**src/rtl/bnn_param_loader_pkg.sv**
```systemverilog
// bnn_param_loader_pkg: chain geometry, FSM encoding and byte-chunk helper shared by the loader and bench
package bnn_param_loader_pkg;
    localparam int NEURONS    = 8;
    localparam int INPUTS     = 8;
    localparam int BIAS_BITS  = 3;
    localparam int CHAIN_BITS = NEURONS * (INPUTS + BIAS_BITS);
    localparam int NBYTES     = (CHAIN_BITS + 7) / 8;
    localparam int CNT_W      = $clog2(CHAIN_BITS + 1);

    typedef enum logic [1:0] {
        IDLE   = 2'd0,
        LOAD   = 2'd1,
        VERIFY = 2'd2
    } state_e;

    // Number of bits of the next byte that still belong to the chain (last byte may be partial)
    function automatic logic [3:0] chunk_len(input logic [CNT_W-1:0] cnt);
        logic [CNT_W-1:0] rem;
        rem = CNT_W'(CHAIN_BITS) - cnt;
        return (rem >= CNT_W'(8)) ? 4'd8 : rem[3:0];
    endfunction
endpackage

```
**src/rtl/bnn_param_serializer.sv**
```systemverilog
// bnn_param_serializer: byte fetch and MSB-first bit shifter feeding the neuron chain
module bnn_param_serializer
    import bnn_param_loader_pkg::*;
(
    input  logic             clk,
    input  logic             reset,
    input  logic             active,
    input  logic             clear,
    input  logic [CNT_W-1:0] bit_cnt,
    input  logic [7:0]       in_data,
    input  logic             in_valid,
    output logic             in_ready,
    output logic             setup,
    output logic             msb
);
    logic [7:0] shreg_q, shreg_d;
    logic [3:0] bits_left_q, bits_left_d;
    logic       accept;

    assign in_ready = active && bits_left_q == 4'd0 && bit_cnt < CNT_W'(CHAIN_BITS);
    assign setup    = active && bits_left_q != 4'd0;
    assign msb      = shreg_q[7];
    assign accept   = in_ready && in_valid;

    // Load a fresh byte when empty, otherwise shift one bit out per setup cycle
    always_comb begin
        shreg_d     = accept ? in_data : setup ? {shreg_q[6:0], 1'b0} : shreg_q;
        bits_left_d = clear ? 4'd0 : accept ? chunk_len(bit_cnt) : setup ? bits_left_q - 4'd1 : bits_left_q;
    end

    // Shifter state registers
    always_ff @(posedge clk) begin
        if (reset) begin
            shreg_q     <= '0;
            bits_left_q <= '0;
        end else begin
            shreg_q     <= shreg_d;
            bits_left_q <= bits_left_d;
        end
    end
endmodule

```
**src/rtl/bnn_param_loader.sv**
```systemverilog
// bnn_param_loader: load/verify sequencer for the daisy-chained neuron parameter shift registers
module bnn_param_loader
    import bnn_param_loader_pkg::*;
(
    input  logic       clk,
    input  logic       reset,
    input  logic       start_load,
    input  logic       start_verify,
    input  logic [7:0] in_data,
    input  logic       in_valid,
    output logic       in_ready,
    output logic       chain_setup,
    output logic       chain_param,
    input  logic       chain_return,
    output logic       busy,
    output logic       done,
    output logic       params_valid,
    output logic       mismatch
);
    state_e           state_q;
    logic [CNT_W-1:0] bit_cnt_q;
    logic             done_q, pv_q, mm_q;
    logic             setup, msb, start;

    assign busy         = state_q != IDLE;
    assign start        = state_q == IDLE && (start_load || start_verify);
    assign chain_setup  = setup;
    assign chain_param  = setup && (state_q == VERIFY ? chain_return : msb);
    assign done         = done_q;
    assign params_valid = pv_q;
    assign mismatch     = mm_q;

    bnn_param_serializer u_ser (
        .clk      (clk),
        .reset    (reset),
        .active   (busy),
        .clear    (start),
        .bit_cnt  (bit_cnt_q),
        .in_data  (in_data),
        .in_valid (in_valid),
        .in_ready (in_ready),
        .setup    (setup),
        .msb      (msb)
    );

    // Pass sequencing, bit counting, verify compare and status flags
    always_ff @(posedge clk) begin
        if (reset) begin
            state_q   <= IDLE;
            bit_cnt_q <= '0;
            done_q    <= 1'b0;
            pv_q      <= 1'b0;
            mm_q      <= 1'b0;
        end else begin
            done_q <= 1'b0;
            if (state_q == IDLE) begin
                if (start) begin
                    state_q   <= start_load ? LOAD : VERIFY;
                    bit_cnt_q <= '0;
                    pv_q      <= 1'b0;
                    mm_q      <= start_load ? mm_q : 1'b0;
                end
            end else if (bit_cnt_q == CNT_W'(CHAIN_BITS)) begin
                state_q <= IDLE;
                done_q  <= 1'b1;
                pv_q    <= 1'b1;
            end else if (setup) begin
                bit_cnt_q <= bit_cnt_q + CNT_W'(1);
                mm_q      <= mm_q || (state_q == VERIFY && chain_return != msb);
            end
        end
    end
endmodule

```
**config.mk**
```make
export PLATFORM = sky130hd
export DESIGN_NAME = bnn_param_loader
export DESIGN_NICKNAME = d
export VERILOG_FILES = /design/src/rtl/bnn_param_loader_pkg.sv /design/src/rtl/bnn_param_serializer.sv /design/src/rtl/bnn_param_loader.sv
export SDC_FILE = /design/constraint.sdc
export NUM_CORES = 1
export LEC_CHECK = 0
export ABC_AREA = 1
export CORE_MARGIN = 2
export CORE_UTILIZATION = 25
export DETAILED_ROUTE_END_ITERATION = 10
export SLEW_MARGIN = 20
export SYNTH_ARGS = -nofsm -noshare
export SYNTH_HDL_FRONTEND = slang
export SYNTH_SLANG_ARGS = --single-unit
```
**constraint.sdc**
```tcl
create_clock -name clk -period 4.3 [get_ports clk]
set_input_delay 0.43 -clock clk [delete_from_list [all_inputs] [get_ports clk]]
set_output_delay 0.43 -clock clk [all_outputs]
set_load 0.03 [all_outputs]
```
==> impl_metrics.py, run 1 <==
metrics = {
    "status": {
        "status": "complete, no violations",
    },
    "synthesis": {
        "synth_cell_types": 29,
        "ys_seq_elements": 24,
        "yosys-top-cells-area": "dfxtp_1, nand2_1, nand3_1, nor2_1, inv_1",
        "async_flop_share_pct": 0,
        "synth.most_common_cell": "nand2_1",
        "syn_inst": 230,
        "synth-simple-area-share_pct": 40.3,
        "synth-xor-area-share_pct": 1.72,
        "synth_edf_count": 0,
        "synth_nets": 248,
        "ys_seq_area_share_pct": 31.4,
        "synth-adder-area-share_pct": 3.27,
        "synth-compound-area-share_pct": 12.1,
        "synth_top_family_by_area": "simple AND/OR/NAND/NOR gates",
        "synthMuxAreaShare_pct": 0,
        "syn_avg_cell_area_um2": 6.65,
        "synthTopCellsByCount": "nand2_1, nor2_1, nand3_1",
        "synth_top_cell_by_area": "dfxtp_1",
        "synth_top_area_share_pct": 31.4,
        "synth-main-ff-cell": "dfxtp_1",
        "synth_area_um2": 1530,
        "yosysWarnings": 0,
    },
    "finish": {
        "fin_util_pct": 31.0,
        "num_antenna_cells": 0,
        "final_layout_size_suffix_gt1_share_pct": 11.6,
        "fin_cells": 324,
        "fin_area_um2": 1830,
        "nNetsFinal": 268,
        "area_delta_synth_final_pct": 19.9,
    },
    "clock_network": {
        "cts.clk_slew.worst_paths_ns": 0.09,
        "clkLatencyLatePin_ns": 0.27,
        "post_cts_buffers": 0,
        "cts_resized": 0,
        "cts_made_buffers": 3,
        "ctsLongestPathBuffers": 2,
        "cts.sinks": 24,
        "ctsHtreeMaxLevel": 1,
        "cts_tree": "done",
        "ctsRootBufferMaster": "clkbuf_8",
        "ctsHoldBuffers": 0,
    },
    "timing": {
        "finalWorstSetupSlack_ns": 1.74,
        "fin_crit_ns": 2.56,
        "rsz0062_at_grt": "no",
        "maxSlewHeadroom_pct": 77.9,
        "max_freq_mhz": 391,
        "post-route-period-util_pct": 59.4,
        "finalHoldViolations": 0,
        "maxSlewViolCount": 0,
        "worst_pin_slew_ns": 0.331,
        "setup_viol": 0,
        "finalSetupTns_ns": 0,
        "finClkSkew_ns": 0.00714,
        "hold_ws_ns": 0.467,
    },
    "place": {
        "place_inst": 320,
        "gp_congestion": 0.850,
        "post-place-ws_ns": 2.05,
        "place_area_um2": 1780,
        "port_buffers": 20,
        "dp_hpwl_mm": 2.48,
    },
    "grt": {
        "antenna_found_initial": 0,
        "first_global_vias": 1292,
        "grt_pass1_wl_mm": 5.59,
        "grt_max_degree": 23,
        "grt_overflow": 0,
        "grt_usage_pct": 10.5,
    },
    "critical_path": {
        "endpoint_kind": "output pin",
        "crit_required_ns": 3.87,
        "cp.arrival_ns": 2.13,
        "crit_path_max_incr_delay_ns": 0.66,
        "cp_cell_sequence": "inv_1 > ha_1 > nand3_2 > nor2_4 > nor2_4 > nand2_1 > inv_1 > clkdlybuf4s50_1",
        "setup.worst_path.start_class": "flop",
        "critical_path_class": "reg -> out",
        "cp_max_fo": 6,
        "r2r_cells": 9,
        "slowest_stage": "clkdlybuf4s50_1",
    },
    "die": {
        "chipWidth_um": 82.2,
        "die_area_um2": 6760,
        "start_util_pct": 25.8,
        "die_y_um": 82.2,
        "core_um2": 5920,
        "ios": 21,
        "rows": 28,
    },
    "pwr": {
        "power_mw": 0.732,
        "power_density_nw_per_um2": 399,
        "peakVddDrop_mv": 0.187,
        "leakage_nw": 0.800,
    },
    "drt": {
        "first_pass_iters": 4,
        "routed_via_density": 4.35,
        "drt_wl_total_mm": 3.19,
        "drt-wirelength-per-cell_um": 9.84,
        "route.detailed.drc": 0,
        "drt_iter0_markers": 100,
        "dr_total_vias": 1410,
        "ant_nets": 0,
    },
    "hold_path": {
        "holdPathStages": 2,
        "hold_path_class": "reg -> reg",
    },
    "job": {
        "maxCapViolCount": 0,
    },
}
-- sequential cells by signal, summed over array words and instances, names as in the netlist --
| name | cells |
|---|---|
| u_ser.shreg_q | 8 |
| bit_cnt_q | 7 |
| u_ser.bits_left_q | 4 |
| state_q | 2 |
| done | 1 |
| mismatch | 1 |
| params_valid | 1 |
-- cells in the final DEF, fill, tap and decap left out --
cell	count
nand3_1	26
inv_6	1
nor2_4	3
dfxtp_1	24
nor2_2	1
nor3_1	2
o21ai_2	1
nand3_2	2
nand3_4	1
inv_2	7
nor3b_1	1
nand2_4	2
nor3_2	1
o211a_1	3
inv_1	24
o21ai_0	12
a21oi_2	1
nand2_1	57
clkdlybuf4s50_1	20
nand4_1	2
clkbuf_8	4
a21oi_1	14
xor2_1	2
nor2_1	27
ha_1	4
a211oi_1	1
xnor2_1	1
nand2_2	5
-- final cells by class --
type / count / area (um^2)
inverters: 32 / 125
flip-flops and latches: 24 / 480
repair buffers: 20 / 200
clock buffers: 4 / 55.1
well taps: 75 / 93.8
multi-input cells: 169 / 878
fillers: 637 / 4090
-- metal layers --
layer	vias to the layer above	routed length (um)	track usage, %
met2	22	1440	16.5
met5	-	0	0
met4	0	44	4.00
li1	773	-	-
met1	610	1610	14.4
met3	5	97	1.74
-- report_power, final --
part	switching [mW]	leakage, nW	internal [mW]	total, mW
combinational	0.192	0.576	0.116	0.308
sequential	0.0189	0.195	0.251	0.270
clock	0.0722	0.0288	0.0818	0.154
-- logic make-up after synthesis --
logic type                 Yosys count
adders and majority gates            4
DFF                                 24
AOI/OAI and AO/OA                   32
and+or+nand+nor                    130
buffers and inverters               37
xor gates and xnor gates             3
-- worst paths after layout --
check                     from                   end  slack, ns
setup / recovery  bit_cnt_q[0]              in_ready       1.74
hold / removal    params_valid          params_valid       0.47
setup reg to reg  bit_cnt_q[0]  u_ser.bits_left_q[1]       2.50
hold reg to reg   params_valid          params_valid       0.47
-- critical path, delay by kind of cell, from the launching register on --
family / cells / cell delay [ns]
buffers and inverters: 3 / 0.83
and+or+nand+nor: 4 / 0.34
DFF: 1 / 0.42
adders and majority gates: 1 / 0.26
Power figures use the tool's default switching activity.
==> run 2: changes to the inputs <==
clock period = 2.65 ns   (was 4.3 ns; I/O delays follow)
==> run 2 against run 1 <==
Against the previous run:
- wire length grew 1.6%
- worst hold slack improved by 0.0050 ns
- critical path depth unchanged
- flip-flop and latch count unchanged
- worst setup slack got worse by 1.5 ns
- critical endpoint unchanged
- critical path type unchanged
- largest cell class unchanged
- clock skew down 0.0045 ns
- power increased by 59%
- via count up 1.2%
- highest routed layer unchanged
==> impl_metrics.py, run 2 (synthesis results as in run 1) <==
metrics = {
    "finish": {
        "fin_util_pct": 30.9,
        "fin_area_um2": 1830,
        "largest_reg_flops": 8,
        "top_regs": "u_ser.shreg_q: 8 flops, bit_cnt_q: 7 flops, u_ser.bits_left_q: 4 flops",
        "num_antenna_cells": 0,
        "final_common_cell": "nand2_1",
        "layout_common_cells": "nand2_1, nor2_1, nand3_1",
        "multi_input_area_um2": 878,
        "final.fill_count": 658,
        "nNetsFinal": 269,
        "area_delta_synth_final_pct": 19.5,
        "final_layout_size_suffix_gt1_share_pct": 11.6,
        "largest_register": "u_ser.shreg_q",
        "regArea_um2": 480,
    },
    "critical_path": {
        "cp.arrival_ns": 2.12,
        "critPathTopFamily": "buffers and inverters",
        "cp_cell_sequence": "inv_1 > ha_1 > nand3_2 > nor2_4 > nor2_4 > nand2_1 > inv_1 > clkdlybuf4s50_1",
        "crit_required_ns": 2.38,
        "crit_path_max_incr_delay_ns": 0.66,
        "critical_path_class": "reg -> out",
        "endpoint_kind": "output pin",
        "slowest_stage": "clkdlybuf4s50_1",
        "cp_max_fo": 6,
        "r2r_slack_ns": 0.83,
        "setup.worst_path.start_class": "flop",
        "path_buf_inv": 3,
    },
    "clock_network": {
        "cts.sinks": 24,
        "clkLatencyLatePin_ns": 0.27,
        "ctsHtreeMaxLevel": 1,
        "ctsHoldBuffers": 0,
        "post_cts_buffers": 0,
        "ctsLongestPathBuffers": 2,
        "cts_made_buffers": 3,
        "ctsRootBufferMaster": "clkbuf_8",
        "cts_resized": 0,
        "cts.clk_slew.worst_paths_ns": 0.08,
        "cts_tree": "done",
    },
    "drt": {
        "drt_wl_total_mm": 3.24,
        "drt_iter0_markers": 92,
        "route.detailed.drc": 0,
        "ant_nets": 0,
        "drt-wirelength-per-cell_um": 9.99,
        "routed_via_density": 4.40,
        "first_pass_iters": 4,
        "dr_total_vias": 1427,
    },
    "place": {
        "gp_congestion": 0.848,
        "dp_hpwl_mm": 2.48,
        "post-place-ws_ns": 0.556,
        "place_area_um2": 1790,
        "port_buffers": 20,
    },
    "pwr": {
        "p_int_mw": 0.699,
        "clkPwrFrac_pct": 18.7,
        "power_mw": 1.16,
        "p_sw_share_pct": 39.8,
        "peakVddDrop_mv": 0.299,
        "leakage_nw": 0.798,
        "power_frac_comb_pct": 43.5,
        "sequentialPowerShare_pct": 37.8,
        "power_density_nw_per_um2": 636,
        "p_sw_mw": 0.462,
    },
    "timing": {
        "post-route-period-util_pct": 90.1,
        "worst_pin_slew_ns": 0.335,
        "fin_crit_ns": 2.39,
        "finalWorstSetupSlack_ns": 0.262,
        "finalSetupTns_ns": 0,
        "rsz0062_at_grt": "no",
        "maxSlewHeadroom_pct": 77.6,
        "maxSlewViolCount": 0,
        "finClkSkew_ns": 0.00266,
        "setup_viol": 0,
        "finalHoldViolations": 0,
        "max_freq_mhz": 419,
    },
    "die": {
        "ios": 21,
        "start_util_pct": 25.8,
        "core_um2": 5920,
        "rows": 28,
        "chipWidth_um": 82.2,
        "die_y_um": 82.2,
        "die_area_um2": 6760,
    },
    "job": {
        "maxCapViolCount": 0,
    },
    "grt": {
        "first_global_vias": 1289,
        "grt_overflow": 0,
        "grt_max_degree": 23,
        "grt_pass1_wl_mm": 5.65,
        "grt_usage_pct": 10.5,
        "antenna_found_initial": 0,
    },
    "hold_path": {
        "hold_path_class": "reg -> reg",
    },
    "status": {
        "status": "complete, no violations",
    },
}
run 2: changes by cell type in the layout (fill, tap and decap cells not counted):
cell      change
clkbuf_8      -1
buf_4         +1
run 2: cell type report:
class / instances / share of cell area (%)
clock buffer: 3 / 2.26
inverter: 32 / 6.85
multi-input combinational: 169 / 48.1
sequential: 24 / 26.3
tap: 75 / 5.14
timing repair buffer: 21 / 11.4
run 2: metrics by stage:
| stage | std cells | hold slack [ns] |
|---|---|---|
| after CTS | 324 | 0.489 |
| after global placement | 321 | 0.448 |
| after detailed placement | 321 | 0.464 |
| after global routing | 324 | 0.500 |
| final | 324 | 0.472 |
| after floorplan | 230 | 0.400 |
run 2: layer usage:
metal	share of wire, %	routed length [um]	track usage (%)	vias up
met5	0	0	0	-
met4	1.4	45	3.67	0
met3	3.0	98	1.63	5
met2	44	1430	16.4	22
met1	52	1670	14.7	626
li1	-	-	-	774
run 2: worst min-delay path: cells and delay by family, from the launching register on:
family             cells  cell delay, ns
and+or+nand+nor        1            0.05
AOI/OAI and AO/OA      1            0.06
DFF                    1            0.34
run 2: worst paths after layout:
path | to | from | cells past startpoint
worst min register to register | params_valid | params_valid | 2
worst min-delay path | params_valid | params_valid | 2
worst max register to register | u_ser.bits_left_q[1] | bit_cnt_q[0] | 9
worst max-delay path | in_ready | bit_cnt_q[0] | 8
run 2: power groups by stage:
stage | Sequential, mW | Combinational, mW | Clock [mW]
2_1_floorplan | 0.442 | 0.403 | 0
3_5_place_dp | 0.447 | 0.507 | 0
6_report | 0.439 | 0.505 | 0.217
3_3_place_gp | 0.446 | 0.502 | 0
4_1_cts | 0.439 | 0.509 | 0.226
5_1_grt | 0.445 | 0.574 | 0.238
